### config.mk
export PLATFORM = sky130hd
export DESIGN_NAME = sub_serial
export DESIGN_NICKNAME = d
export VERILOG_FILES = /design/src/rtl/serial_arith_pkg.sv /design/src/rtl/full_sub_bit.sv /design/src/rtl/sub_serial.sv
export SDC_FILE = /design/constraint.sdc
export NUM_CORES = 1
export LEC_CHECK = 0
export CAP_MARGIN = 20
export CORE_MARGIN = 1
export CORE_UTILIZATION = 53
export DETAILED_ROUTE_END_ITERATION = 8
export PLACE_DENSITY = 0.88
export SKIP_CTS_REPAIR_TIMING = 1
export SYNTH_ARGS = -nofsm -noshare
export SYNTH_HDL_FRONTEND = slang
export SYNTH_SLANG_ARGS = --single-unit
### constraint.sdc
create_clock -name clk -period 2.3 [get_ports clk]
set_clock_uncertainty 0.1 [all_clocks]
set_input_delay 0.46 -clock clk [delete_from_list [all_inputs] [get_ports clk]]
set_output_delay 0.46 -clock clk [all_outputs]
set_load 0.05 [all_outputs]
### src/rtl/serial_arith_pkg.sv
// Shared types for the bit-serial adder/subtractor datapath.
// Both serial blocks use the same state set and default width.
package serial_arith_pkg;

  localparam int DEFAULT_W = 8;

  typedef enum logic [1:0] {
    IDLE = 2'b00,
    SUB  = 2'b01,
    DONE = 2'b10
  } state_e;

endpackage

### src/rtl/full_sub_bit.sv
// One-bit full subtractor: d = x - y - bin, bout set on underflow.
// Purely combinational; the borrow flop lives in the caller.
module full_sub_bit (
  input  logic x,
  input  logic y,
  input  logic bin,
  output logic d,
  output logic bout
);

  assign d    = x ^ y ^ bin;
  assign bout = (~x & y) | (~x & bin) | (y & bin);

endmodule

### src/rtl/sub_serial.sv
// Bit-serial subtractor, LSB first, one bit per clock.
// Difference shifts in at the MSB; final borrow flags a < b.
module sub_serial
  import serial_arith_pkg::*;
#(
  parameter int W = DEFAULT_W
) (
  input  logic         clk,
  input  logic         rst_n,
  input  logic         en,
  input  logic [W-1:0] a,
  input  logic [W-1:0] b,
  output logic [W-1:0] out,
  output logic         borrow_out,
  output logic         done,
  output logic         busy
);

  localparam int CW = $clog2(W);

  state_e          state_q;
  logic [W-1:0]    a_q;
  logic [W-1:0]    b_q;
  logic [W-1:0]    out_q;
  logic [CW-1:0]   count_q;
  logic            borrow_q;
  logic            borrow_out_q;

  logic            bit_d;
  logic            borrow_d;

  full_sub_bit u_fsb (
    .x    (a_q[0]),
    .y    (b_q[0]),
    .bin  (borrow_q),
    .d    (bit_d),
    .bout (borrow_d)
  );

  always_ff @(posedge clk or negedge rst_n) begin
    if (!rst_n) begin
      state_q      <= IDLE;
      a_q          <= '0;
      b_q          <= '0;
      out_q        <= '0;
      count_q      <= '0;
      borrow_q     <= 1'b0;
      borrow_out_q <= 1'b0;
    end else begin
      case (state_q)
        IDLE: begin
          if (en) begin
            a_q          <= a;
            b_q          <= b;
            out_q        <= '0;
            count_q      <= '0;
            borrow_q     <= 1'b0;
            borrow_out_q <= 1'b0;
            state_q      <= SUB;
          end
        end
        SUB: begin
          a_q      <= a_q >> 1;
          b_q      <= b_q >> 1;
          out_q    <= {bit_d, out_q[W-1:1]};
          borrow_q <= borrow_d;
          count_q  <= count_q + CW'(1);
          if (count_q == CW'(W - 1)) begin
            borrow_out_q <= borrow_d;
            state_q      <= DONE;
          end
        end
        DONE: begin
          if (en) begin
            state_q <= IDLE;
          end
        end
        default: begin
          state_q <= IDLE;
        end
      endcase
    end
  end

  assign out        = out_q;
  assign borrow_out = borrow_out_q;
  assign done       = (state_q == DONE);
  assign busy       = (state_q == SUB);

endmodule
==> results.ini <==
[finish]
area_growth_pct=28.2
final_nets=175
drive_above_1_share_pct=9.74
final_area_mm2=0.00173
antennaDiodeCount=0
post_layout_nonfiller_instances=182
finish.utilization_pct=75.4
fill_cells=154

[critical_path]
start_kind=register
crit_path_cell_trace=clkdlybuf4s50_1
critPathTopFamily=buffers and inverters
worst_ep_arrival_time_ps=1520
type_of_element_capturing_the_critical_path=output port
worstPathBufferInverterCount=1
timing_worst_setup_path_type=register to output port
timing.critical_path.slowest_stage_cell=sky130_fd_sc_hd__clkdlybuf4s50_1
cp_data_required_time_ps=1740
crit_path_max_incr_delay_ps=810
cp_max_fo=3

[logic_synthesis]
mappedNetlistArea_mm2=0.00135
yosys.cell_types.count=21
post-synth-top-area-fraction_pct=57.4
synth_area_leaders=sky130_fd_sc_hd__dfrtp_1 (57%), sky130_fd_sc_hd__o22ai_1 (13%), sky130_fd_sc_hd__a22o_1 (6.5%)
synth.yosys.seq_area_share_pct=57.4
postSynth.topFlopCell=sky130_fd_sc_hd__dfrtp_1
cell_count_after_synthesis=123
synth_enable_flop_cells=0
synth.top_cells.by_count=sky130_fd_sc_hd__dfrtp_1 (31), sky130_fd_sc_hd__o22ai_1 (28), sky130_fd_sc_hd__a21oi_1 (15)
synthesis.area_per_instance_um2=11.0
synth_most_common_cell=sky130_fd_sc_hd__dfrtp_1
yosys_warnings=0
ys_async_sr_fraction_pct=100
ys_seq_elements=31
yosys.area.top_type=sky130_fd_sc_hd__dfrtp_1
post_syn_nets=145

[placement]
dpl-instance-area_mm2=0.00166
port_buffers=29
post_place_worst_slack_ps=402
placed_cells=174
dpl.hpwl_mm=1.94
routabilityCongestion=0.787

[power_and_ir_drop]
worst_ir_drop_vdd_mv=1.00
clkPwrFrac_pct=14.4
p_leak_nw=0.738
seqPwrFrac_pct=39.3
power_report.internal_total_mw=1.46
net_switching_power_of_the_design_mw=1.06
p_per_area_mw_per_mm2=1460
share_comb_of_total_power_pct=46.3
p_sw_share_pct=42.1
finalPower_mw=2.52

[routing]
number_of_design_rule_violations_left_after_detail_routing=0
drt_iter0_markers=20
initial_drt_pass_iterations=4
vias_per_cell=6.15
vias=1119
postRouteWirelength_mm=2.82
drt.antenna.violating_nets=0
post_drt_wl_per_cell_um=15.5

[sta]
fmax_ghz=0.481
final_period_minus_worst_setup_slack_ps=2080
worst_slew_margin_rel_pct=63.5
final-max-slew-violation-count=0
tightestPinTransition_ps=547
finalHoldViolCount=0
setup_viol_count_final=0
grt_setup_unrepaired=false
setup_tns_ps=0
hold_ws_ps=406
layout_worst_path_cycle_share_pct=90.5
layout_setup_ws_ps=219

[grt]
grt_first_pass_wirelength_mm=4.64
grt_antenna_before_repair=0
grt_start_max_net_pins=32
groute.usage.overall_pct=23.7
gr_ovfl_total=0
grt_pass1_vias=1081

[clocking]
clock_sinks=31
clock_latency_ps=330
cts_tree=yes
clkSlewWorstSetupHoldPaths_ps=100
num_cts_buffers=5
clock_path_buffers=2
cts.htree.levels=2
clk_root_buffer_cell=sky130_fd_sc_hd__clkbuf_4

[run_status]
run_status=finished clean

[die]
pin_count=30
initial_utilization_pct=58.8
core_area_mm2=0.00230
fp.dieH_um=52.5
die-area_mm2=0.00276
die_width_um=52.5
fp-row-count=17

[run]
drv_cap=0

[hold_path]
worst_hold_path_type=input pin to async pin

## metal layers
layer	wire (um)	track usage, %
met1	1170	28.2
met5	0	0
met3	186	8.70
met2	1410	38.4
met4	52	10.1
## layout by cell type, fill, tap and decap left out, drive strengths merged, types with 2 or more instances in the layout
| cell | n |
|---|---|
| nand2 | 6 |
| a22o | 10 |
| clkdlybuf4s50 | 27 |
| clkbuf | 8 |
| nand2b | 2 |
| nor2 | 2 |
| dfrtp | 31 |
| nor2b | 2 |
| o22ai | 28 |
| a21oi | 15 |
| inv | 3 |
| ha | 2 |
| o21ai | 7 |
| buf | 6 |
## power by group through the flow
stage	combinational (mW)	sequential, mW	clock [mW]
finish	1.17	0.990	0.363
global route	1.27	1.02	0.394
CTS	1.17	0.989	0.372
global placement	1.13	0.982	0
detailed placement	1.17	0.998	0
floorplan	0.647	1.18	0
## state kept, by name, indices dropped and copies added, names as in the netlist
| name | cells |
|---|---|
| a_q | 8 |
| count_q | 3 |
| borrow_out | 1 |
| out | 8 |
| state_q | 2 |
| borrow_q | 1 |
| b_q | 8 |
## worst paths after layout
check,start,end,slack [ps],depth (start not counted)
hold reg to reg,out[0]$_DFFE_PN0P_,out[0]$_DFFE_PN0P_,410,1
setup reg to reg,state_q[1]$_DFFE_PN0P_,a_q[2]$_DFFE_PN0P_,850,3
min in group clk,out[0]$_DFFE_PN0P_,out[0]$_DFFE_PN0P_,410,1
hold / removal,rst_n,out[2]$_DFFE_PN0P_,410,2
max in group asynchronous,rst_n,out[7]$_DFFE_PN0P_,1400,2
setup / recovery,out[5]$_DFFE_PN0P_,out[5],220,1
## final cells by class
cell class / count / area (um2) / area share [%]
Tap cell: 28 / 35.0 / 2.02
Sequential cell: 31 / 776 / 44.8
Multi-Input combinational cell: 78 / 498 / 28.7
Timing Repair Buffer: 33 / 340 / 19.6
Inverter: 4 / 15.0 / 0.866
Clock buffer: 8 / 68.8 / 3.97
## cell families (layout without fill, tap and decap cells)
kind of cell               count (synthesis)  count (layout)  share of synthesized area, %
AOI/OAI and AO/OA                         63              63                          29.4
DFF                                       31              31                          57.4
buffers and inverters                     14              45                          5.74
and+or+nand+nor                           12              12                          4.07
adders and majority gates                  3               3                          3.33
(Power assumes the default switching activity.)
